$ cat config.mk
export PLATFORM = sky130hd
export DESIGN_NAME = counter_bank_sched_flat
export DESIGN_NICKNAME = d
export VERILOG_FILES = /design/src/rtl/counter_bank_sched_pkg.sv /design/src/rtl/counter_bank_sched_if.sv /design/src/rtl/counter_bank_sched_rr_arbiter.sv /design/src/rtl/counter_bank_sched.sv /design/src/flat_wrapper.sv
export SDC_FILE = /design/constraint.sdc
export NUM_CORES = 1
export LEC_CHECK = 0
export CORE_ASPECT_RATIO = 1.1
export CORE_MARGIN = 3
export CORE_UTILIZATION = 56
export DETAILED_ROUTE_END_ITERATION = 10
export PLACE_DENSITY = 0.93
export SLEW_MARGIN = 25
export SYNTH_ARGS = -nofsm -noshare
export SYNTH_HDL_FRONTEND = slang
export SYNTH_HIERARCHICAL = 1
export SYNTH_SLANG_ARGS = --single-unit
$ cat constraint.sdc
create_clock -name clk -period 7.8 [get_ports clk]
set_input_delay 1.95 -clock clk [delete_from_list [all_inputs] [get_ports clk]]
set_output_delay 1.95 -clock clk [all_outputs]
set_load 0.02 [all_outputs]
$ cat src/rtl/counter_bank_sched_pkg.sv
// Shared definitions for the counter bank: direction encoding and the
// channel-index width helper used by the top, the arbiter and the interface.
package counter_bank_sched_pkg;

    localparam logic DIR_INC = 1'b1;
    localparam logic DIR_DEC = 1'b0;

    // Width of a channel index; never narrower than one bit so a
    // two-entry bank still has a usable select.
    function automatic int calcCw(input int n);
        return (n <= 2) ? 1 : $clog2(n);
    endfunction

endpackage

$ cat src/rtl/counter_bank_sched_if.sv
// Request/load/done bundle between event sources and the counter bank.
// The bank sits on the slave side; requesters and loaders use the master side.
interface counter_bank_sched_if #(
    parameter int WIDTH    = 16,
    parameter int CHANNELS = 4
);
    import counter_bank_sched_pkg::*;

    localparam int CW = calcCw(CHANNELS);

    logic [CHANNELS-1:0]       req_valid;
    logic [CHANNELS-1:0]       req_dir;
    logic [CHANNELS-1:0]       req_ready;
    logic                      load_en;
    logic [CW-1:0]             load_chan;
    logic [WIDTH-1:0]          load_value;
    logic [CHANNELS*WIDTH-1:0] count_flat;
    logic                      done_valid;
    logic [CW-1:0]             done_chan;
    logic [WIDTH-1:0]          done_value;
    logic                      done_wrap;

    modport master (
        output req_valid, req_dir, load_en, load_chan, load_value,
        input  req_ready, count_flat, done_valid, done_chan, done_value, done_wrap
    );

    modport slave (
        input  req_valid, req_dir, load_en, load_chan, load_value,
        output req_ready, count_flat, done_valid, done_chan, done_value, done_wrap
    );

endinterface

$ cat src/rtl/counter_bank_sched_rr_arbiter.sv
// Round-robin arbiter: grants the first requester after the last winner.
// The pointer resets to N-1 so that requester 0 has first priority.
module rr_arbiter
    import counter_bank_sched_pkg::*;
#(
    parameter int N = 4
) (
    input  logic                  clk,
    input  logic                  rst,
    input  logic [N-1:0]          i_req,
    input  logic                  i_advance,
    output logic [N-1:0]          o_grant,
    output logic [calcCw(N)-1:0]  o_grantIdx
);

    localparam int PW = calcCw(N);

    logic [PW-1:0] r_ptr;
    logic [PW-1:0] w_sel;
    logic          w_found;
    int            w_idx;

    // Scan requesters starting just after the pointer and pick the first one set.
    always_comb begin
        o_grant    = '0;
        o_grantIdx = '0;
        w_found    = 1'b0;
        w_idx      = 0;
        w_sel      = '0;
        for (int i = 1; i <= N; i++) begin
            w_idx = int'(r_ptr) + i;
            if (w_idx >= N) begin
                w_idx = w_idx - N;
            end
            w_sel = PW'(w_idx);
            if (!w_found && i_req[w_sel]) begin
                o_grant[w_sel] = 1'b1;
                o_grantIdx     = w_sel;
                w_found        = 1'b1;
            end
        end
    end

    // Remember the last winner, but only when a grant was actually issued.
    always_ff @(posedge clk or posedge rst) begin
        if (rst) begin
            r_ptr <= PW'(N - 1);
        end else if (i_advance) begin
            r_ptr <= o_grantIdx;
        end
    end

endmodule

$ cat src/rtl/counter_bank_sched.sv
// Multi-channel counter bank. One +1/-1 operation per cycle is granted
// round-robin, executed one cycle later on the shared inc/dec datapath and
// written back, with a done pulse the following cycle. A direct load port
// overrides both arbitration and a colliding write-back.
module counter_bank_sched
    import counter_bank_sched_pkg::*;
#(
    parameter int WIDTH    = 16,
    parameter int CHANNELS = 4,
    parameter int SATURATE = 0
) (
    input  logic                 clk,
    input  logic                 rst,
    counter_bank_sched_if.slave  bus
);

    localparam int CW = calcCw(CHANNELS);
    localparam logic [WIDTH-1:0] ALL_ONES = '1;

    logic [CHANNELS-1:0]       w_arbReq;
    logic [CHANNELS-1:0]       w_grant;
    logic [CW-1:0]             w_grantIdx;
    logic                      w_accept;

    logic                      r_exValid;
    logic [CW-1:0]             r_exChan;
    logic                      r_exDir;

    logic [WIDTH-1:0]          r_count [CHANNELS];
    logic [CHANNELS*WIDTH-1:0] w_countFlat;

    logic [WIDTH-1:0]          w_operand;
    logic [WIDTH-1:0]          w_incResult;
    logic [WIDTH-1:0]          w_decResult;
    logic [WIDTH-1:0]          w_result;
    logic                      w_wrap;

    logic                      r_doneValid;
    logic [CW-1:0]             r_doneChan;
    logic [WIDTH-1:0]          r_doneValue;
    logic                      r_doneWrap;

    // A load or an active reset suppresses every grant for the cycle.
    assign w_arbReq = (bus.load_en || rst) ? '0 : bus.req_valid;
    assign w_accept = |w_grant;

    rr_arbiter #(.N(CHANNELS)) u_arb (
        .clk        (clk),
        .rst        (rst),
        .i_req      (w_arbReq),
        .i_advance  (w_accept),
        .o_grant    (w_grant),
        .o_grantIdx (w_grantIdx)
    );

    assign bus.req_ready = w_grant;

    // Shared increment and decrement units, both with the step fixed at one.
    assign w_operand   = r_count[r_exChan];
    assign w_incResult = w_operand + WIDTH'(1);
    assign w_decResult = w_operand - WIDTH'(1);

    // Select the unit for this op and clamp instead of wrapping when saturating.
    always_comb begin
        w_result = w_decResult;
        w_wrap   = (w_operand == '0);
        if (r_exDir == DIR_INC) begin
            w_result = w_incResult;
            w_wrap   = (w_operand == ALL_ONES);
        end
        if ((SATURATE != 0) && w_wrap) begin
            w_result = w_operand;
        end
    end

    // Capture the granted op into the single execute stage.
    always_ff @(posedge clk or posedge rst) begin
        if (rst) begin
            r_exValid <= 1'b0;
            r_exChan  <= '0;
            r_exDir   <= DIR_DEC;
        end else begin
            r_exValid <= w_accept;
            if (w_accept) begin
                r_exChan <= w_grantIdx;
                r_exDir  <= bus.req_dir[w_grantIdx];
            end
        end
    end

    // Counter storage: a load beats a write-back to the same channel.
    always_ff @(posedge clk or posedge rst) begin
        if (rst) begin
            for (int i = 0; i < CHANNELS; i++) begin
                r_count[i] <= '0;
            end
        end else begin
            for (int i = 0; i < CHANNELS; i++) begin
                if (bus.load_en && (bus.load_chan == CW'(i))) begin
                    r_count[i] <= bus.load_value;
                end else if (r_exValid && (r_exChan == CW'(i))) begin
                    r_count[i] <= w_result;
                end
            end
        end
    end

    // Report each executed op, including one whose result a load discarded.
    always_ff @(posedge clk or posedge rst) begin
        if (rst) begin
            r_doneValid <= 1'b0;
            r_doneChan  <= '0;
            r_doneValue <= '0;
            r_doneWrap  <= 1'b0;
        end else begin
            r_doneValid <= r_exValid;
            if (r_exValid) begin
                r_doneChan  <= r_exChan;
                r_doneValue <= w_result;
                r_doneWrap  <= w_wrap;
            end
        end
    end

    // Flatten the counter array for the outside view.
    always_comb begin
        w_countFlat = '0;
        for (int i = 0; i < CHANNELS; i++) begin
            w_countFlat[i*WIDTH +: WIDTH] = r_count[i];
        end
    end

    assign bus.count_flat = w_countFlat;
    assign bus.done_valid = r_doneValid;
    assign bus.done_chan  = r_doneChan;
    assign bus.done_value = r_doneValue;
    assign bus.done_wrap  = r_doneWrap;

endmodule

$ cat src/flat_wrapper.sv
// flat-port wrapper written by rule: the top's interface ports become plain ports
module counter_bank_sched_flat import counter_bank_sched_pkg::*;
#(
    parameter int WIDTH    = 16,
    parameter int CHANNELS = 4,
    parameter int SATURATE = 0
)
  (clk, rst, bus_req_valid, bus_req_dir, bus_load_en, bus_load_chan, bus_load_value, bus_req_ready, bus_count_flat, bus_done_valid, bus_done_chan, bus_done_value, bus_done_wrap);
  counter_bank_sched_if #(.WIDTH(WIDTH), .CHANNELS(CHANNELS)) bus_i ();
  input  logic clk;
  input  logic rst;
  input wire logic [$bits(bus_i.req_valid)-1:0] bus_req_valid;
  input wire logic [$bits(bus_i.req_dir)-1:0] bus_req_dir;
  input wire logic [$bits(bus_i.load_en)-1:0] bus_load_en;
  input wire logic [$bits(bus_i.load_chan)-1:0] bus_load_chan;
  input wire logic [$bits(bus_i.load_value)-1:0] bus_load_value;
  output wire logic [$bits(bus_i.req_ready)-1:0] bus_req_ready;
  output wire logic [$bits(bus_i.count_flat)-1:0] bus_count_flat;
  output wire logic [$bits(bus_i.done_valid)-1:0] bus_done_valid;
  output wire logic [$bits(bus_i.done_chan)-1:0] bus_done_chan;
  output wire logic [$bits(bus_i.done_value)-1:0] bus_done_value;
  output wire logic [$bits(bus_i.done_wrap)-1:0] bus_done_wrap;
  assign bus_i.req_valid = bus_req_valid;
  assign bus_i.req_dir = bus_req_dir;
  assign bus_i.load_en = bus_load_en;
  assign bus_i.load_chan = bus_load_chan;
  assign bus_i.load_value = bus_load_value;
  assign bus_req_ready = bus_i.req_ready;
  assign bus_count_flat = bus_i.count_flat;
  assign bus_done_valid = bus_i.done_valid;
  assign bus_done_chan = bus_i.done_chan;
  assign bus_done_value = bus_i.done_value;
  assign bus_done_wrap = bus_i.done_wrap;
  counter_bank_sched #(.WIDTH(WIDTH), .CHANNELS(CHANNELS), .SATURATE(SATURATE)) u_core (.clk(clk), .rst(rst), .bus(bus_i));
endmodule
* After elaboration in Yosys (flattened, before gate mapping) *
Cells that the tools add are included.

storage, ports and cells
  logic and storage cells = 121
  bits of input ports = 29
  flip-flop bits (word level) = 90

operators by class
  reduce and logical (&&, ||, !) cells = 27
  muxes and demuxes = 47
  order comparisons = 14
  bitwise operators = 4
  equality and inequality tests = 7
  add/sub/neg operators = 10

operators with widths
  kind                                                                                 count
  16-bit two-way mux                                                                   11
  16-bit binary-select mux with 2-bit select                                           1
  4-bit two-way mux                                                                    5
  16-bit by 1-bit adder with 16-bit output, second input constant                      1
  16-bit equality test, second input constant                                          1
  16-bit zero test                                                                     1
  2-bit two-way mux                                                                    8
  16-bit by 1-bit subtractor with 16-bit output, second input constant                 1
  1-bit logical AND                                                                    15
  2-bit by 3-bit less-than comparator with 1-bit output, second input constant         5
  1-bit two-way mux                                                                    13
  3-bit greater-or-equal comparator, second input constant                             4
  4-bit OR                                                                             3
  1-bit binary-select mux with 2-bit select                                            5
  1-bit demux with 2-bit select                                                        4
  2-bit equality test, second input constant                                           4
  2-bit by 1-bit greater-or-equal comparator with 1-bit output, second input constant  4
  2-bit nonzero test                                                                   4
  2-bit by 1-bit subtractor with 2-bit output, second input constant                   4
  2-bit by 2-bit adder with 3-bit output, second input constant                        2
  2-bit by 3-bit adder with 4-bit output, second input constant                        1
  2-bit by 1-bit equality test with 1-bit output, second input constant                2
  4-bit by 3-bit greater-or-equal comparator with 1-bit output, second input constant  1
  2-bit zero test                                                                      2
  other kinds (5)                                                                      7

* Depth between registers and ports, before layout *
  depth in word-level cells = 17
  mapped depth = 14
  depth with buffers taken out = 12

* Modules after synthesis *
The synthesis kept the hierarchy.

modules (own cells, without submodules)
  module              area an instance (um2)  sequential area each (um2)  cells each  times used
  counter_bank_sched  5200.0                  2202.1                      553         1
  rr_arbiter          568.0                   52.6                        67          1

* Least setup slack after synthesis *
No wires, ideal clock.

  kind = input-to-output
  start point = input port bus_load_en
  end point = output port bus_req_ready[3]
  data arrival time = 3.554 ns
  required time = 5.850 ns
  slack = 2.296 ns
  cell stages on the path = 8
  cell sequence = nor2_1 -> and2_1 -> and2b_2 -> o21ai_0 -> and3_1 -> clkbuf_1 -> a31oi_1 -> o21ai_0

between the ends
  cells in the longest elaborated chain, start to end = 14

RTL lines
  item                                       line                                 source
  start: declaration                         flat_wrapper.sv:14                   input wire logic [$bits(bus_i.load_en)-1:0] bus_load_en;
  1-bit logical OR (*)                       counter_bank_sched.sv:44             assign w_arbReq = (bus.load_en || rst) ? '0 : bus.req_valid;
  4-bit two-way mux (*)                      counter_bank_sched.sv:44
  via u_core.w_arbReq[2]                     counter_bank_sched.sv:20             logic [CHANNELS-1:0] w_arbReq;
  1-bit binary-select mux with 2-bit select  counter_bank_sched_rr_arbiter.sv:36  if (!w_found && i_req[w_sel]) begin
  1-bit two-way mux (not written as such)    counter_bank_sched_rr_arbiter.sv:36
  1-bit two-way mux                          counter_bank_sched_rr_arbiter.sv:36
  1-bit zero test                            counter_bank_sched_rr_arbiter.sv:36
  1-bit logical AND                          counter_bank_sched_rr_arbiter.sv:36
  1-bit two-way mux                          counter_bank_sched_rr_arbiter.sv:36
  1-bit zero test                            counter_bank_sched_rr_arbiter.sv:36
  1-bit logical AND                          counter_bank_sched_rr_arbiter.sv:36
  1-bit two-way mux                          counter_bank_sched_rr_arbiter.sv:36
  1-bit zero test                            counter_bank_sched_rr_arbiter.sv:36
  1-bit logical AND                          counter_bank_sched_rr_arbiter.sv:36
  4-bit two-way mux (*)                      counter_bank_sched_rr_arbiter.sv:36
  end: declaration                           flat_wrapper.sv:17                   output wire logic [$bits(bus_i.req_ready)-1:0] bus_req_ready;

Mark *: on every way through the listed nets, which the timed path passes. The rest lies on a longest branch. The select of a mux whose other input is x is not followed.

* Worst setup path in the final report *
  start point = input port bus_load_en
  end point = output port bus_req_ready[1]

Same word-level chain as after synthesis.

==> results_dict.tcl <==
set metrics [dict create \
    ys_seq_area_share_pct 39.1 \
    synth_edf_count 0 \
    die_x_um 103 \
    gp_congestion 0.962 \
    crit_fanout 11 \
    grt_use_met1_pct 43.9 \
    grt_pass1_wl_um 30100 \
    cap_violations 0 \
    synth_area_per_cell_um2 9.30 \
    synth_seq_cells 90 \
    core_mm2 0.00994 \
    antenna_cells 0 \
    nets 774 \
    num_rows 38 \
    final.setup.tns_ps 0 \
    final_hold_viol_count 0 \
    via_per_inst 6.70 \
    holdCritPathClass "flop to flop" \
    status "finished, final reports clean" \
    report.final.slew_viol_count 0 \
    grt_overflow_total 0 \
    synthCells 620 \
    clock_path_buffers 2 \
    synthesis.nets 673 \
    critPathKind "input port to output port" \
    max_slew_margin_pct 32.4 \
    async_flop_share_pct 100 \
    cts_buffers 9 \
    synth-main-ff-cell "dfrtp_1" \
    io_buffer_count 116 \
    final_common_cell "clkdlybuf4s50_1" \
    clock_skew_ps 14.3 \
    die_h_um 112 \
    synth.distinct_cells 61 \
    ant_nets 0 \
    max_clock_freq_mhz 145 \
    io_pins 117 \
    clkTransAtPathRegs_ps 80 \
    clkLatencyLatePin_ps 370 \
    crit_arrival_ps 4930 \
    hpwl_um 13700 \
    period_needed_ps 6880 \
    startpoint_type "input port" \
    layout_setup_ws_ps 916 \
    routed_wl_um 18900 \
    final_util_pct 72.9 \
    critPathRequiredTime_ps 5850 \
    grt_max_degree 47 \
    grt_usage_pct 33.8 \
    drc 0 \
    grt_busiest_layer "met2" \
    cts.sink_count 90 \
    gr-usage-met2_pct 53.8 \
    drtPass1Iterations 5 \
    antenna_found_initial 0 \
    rsz0062_at_grt "no" \
    fillers 723 \
    use_met3_pct 7.33 \
    place_ws_ps 990 \
    cts_max_level 3 \
    setup_violations 0 \
    num_vias 5670 \
    hold-worst-slack_ps 512 \
    cts-hold-fix-buffers 0 \
    worstSetupEndpointType "output port" \
    root_buffer "clkbuf_8" \
    cts_tree "yes" \
    final_layout_size_suffix_gt1_share_pct 10.6 \
    postCtsSetupRepairBufs 0 \
    area_delta_synth_final_pct 25.5 \
    syn_area_mm2 0.00577 \
    ctsResizeCount 0 \
    grt_pass1_vias 5662 \
    worstMarginPinSlew_ps 1010 \
    mostFrequentLayoutCells "clkdlybuf4s50_1 (116), dfrtp_1 (88), nand2_1 (82)" \
    initial_core_util_pct 58.0 \
    ys_warn_count 6 \
    dieArea_mm2 0.0116 \
    dr.first_iter.drc_count 651 \
    wire_per_inst_um 22.3 \
    post-route-period-util_pct 88.3 \
]
==> synthesized netlist by cell type, types with 6 or more instances <==
| library cell | count | share of area (%) |
|---|---|---|
| and3_1 | 9 | 0.98 |
| ha_1 | 23 | 5.0 |
| nor3_1 | 6 | 0.52 |
| dfrtp_1 | 88 | 38 |
| mux4_2 | 18 | 7.0 |
| o21a_1 | 6 | 0.78 |
| a21oi_1 | 51 | 4.4 |
| nand3_1 | 10 | 0.87 |
| and2_1 | 10 | 1.1 |
| nor4_1 | 6 | 0.65 |
| a21o_1 | 16 | 2.1 |
| a31oi_1 | 15 | 1.6 |
| nor2_1 | 58 | 3.8 |
| clkbuf_1 | 27 | 1.8 |
| mux2i_1 | 10 | 1.7 |
| o21ai_0 | 40 | 3.5 |
| a22oi_1 | 24 | 3.1 |
| nand2_1 | 82 | 5.3 |
| mux2_2 | 15 | 2.9 |
| xnor2_1 | 6 | 0.91 |
| inv_1 | 21 | 1.4 |
==> logic make-up (layout without fill, tap and decap cells) <==
group                    after synthesis  count (layout)  share of synthesized area (%)
AND/OR/NAND/NOR                      206             206                           16.4
AO/OA/AOI/OAI                        187             187                           20.5
flip-flops                            90              90                           39.1
buffers and inverters                 56             162                           4.10
multiplexers                          46              46                           12.9
adder cells (fa/ha/maj)               24              24                           5.34
XOR/XNOR                              11              11                           1.67
==> final timing paths <==
path                                     startpoint                        end  slack [ps]  cells after the start
setup / recovery                        bus_load_en           bus_req_ready[1]         920                      9
hold / removal             u_core/bus.done_value[5]   u_core/bus.done_value[5]         510                      1
setup reg to reg                 u_core/r_exChan[0]  u_core/bus.count_flat[44]        3530                      9
hold reg to reg            u_core/bus.done_value[5]   u_core/bus.done_value[5]         510                      1
max in group asynchronous                       rst  u_core/bus.count_flat[28]        5030                      4
min in group asynchronous                       rst      u_core/u_arb/r_ptr[0]        2040                      2
==> metal layers <==
layer | part of all wire, % | wire, µm
met5 | 0 | 0
met4 | 4.3 | 810
met3 | 11 | 2050
met2 | 48 | 9130
met1 | 36 | 6870
==> state kept, by name (all words and copies together) (netlist names) <==
signal,cells
u_core/bus.count_flat,64
u_core/bus.done_chan,2
u_core/bus.done_valid,1
u_core/bus.done_value,16
u_core/bus.done_wrap,1
u_core/r_exChan,2
u_core/r_exDir,1
u_core/r_exValid,1
u_core/u_arb/r_ptr,2
==> stage by stage <==
step                cell area [µm²]  instances
detailed placement             7010        830
floorplan                      5770        620
global route                   7240        846
finish                         7240        846
global placement               6990        829
CTS                            7240        846
==> final cells by class <==
| class | count | area [µm²] | area share (%) |
|---|---|---|---|
| Clock buffer | 11 | 141 | 1.95 |
| Clock inverter | 5 | 85.1 | 1.18 |
| Inverter | 21 | 80.1 | 1.11 |
| Multi-Input combinational cell | 474 | 3290 | 45.4 |
| Sequential cell | 90 | 2250 | 31.1 |
| Tap cell | 120 | 150 | 2.07 |
| Timing Repair Buffer | 125 | 1240 | 17.1 |
==> critical path: stages <==
cell             delay [ps]
clkdlybuf4s50_1         580
nor2_1                  120
and2_1                  230
mux4_1                  720
nor2_2                  220
and2_4                  200
a22oi_1                  60
o21ai_0                 160
clkdlybuf4s50_1         680
Power is left out: the tool's default activity adds up to more than one toggle a clock period on the data nets, which glitch-free logic cannot reach.
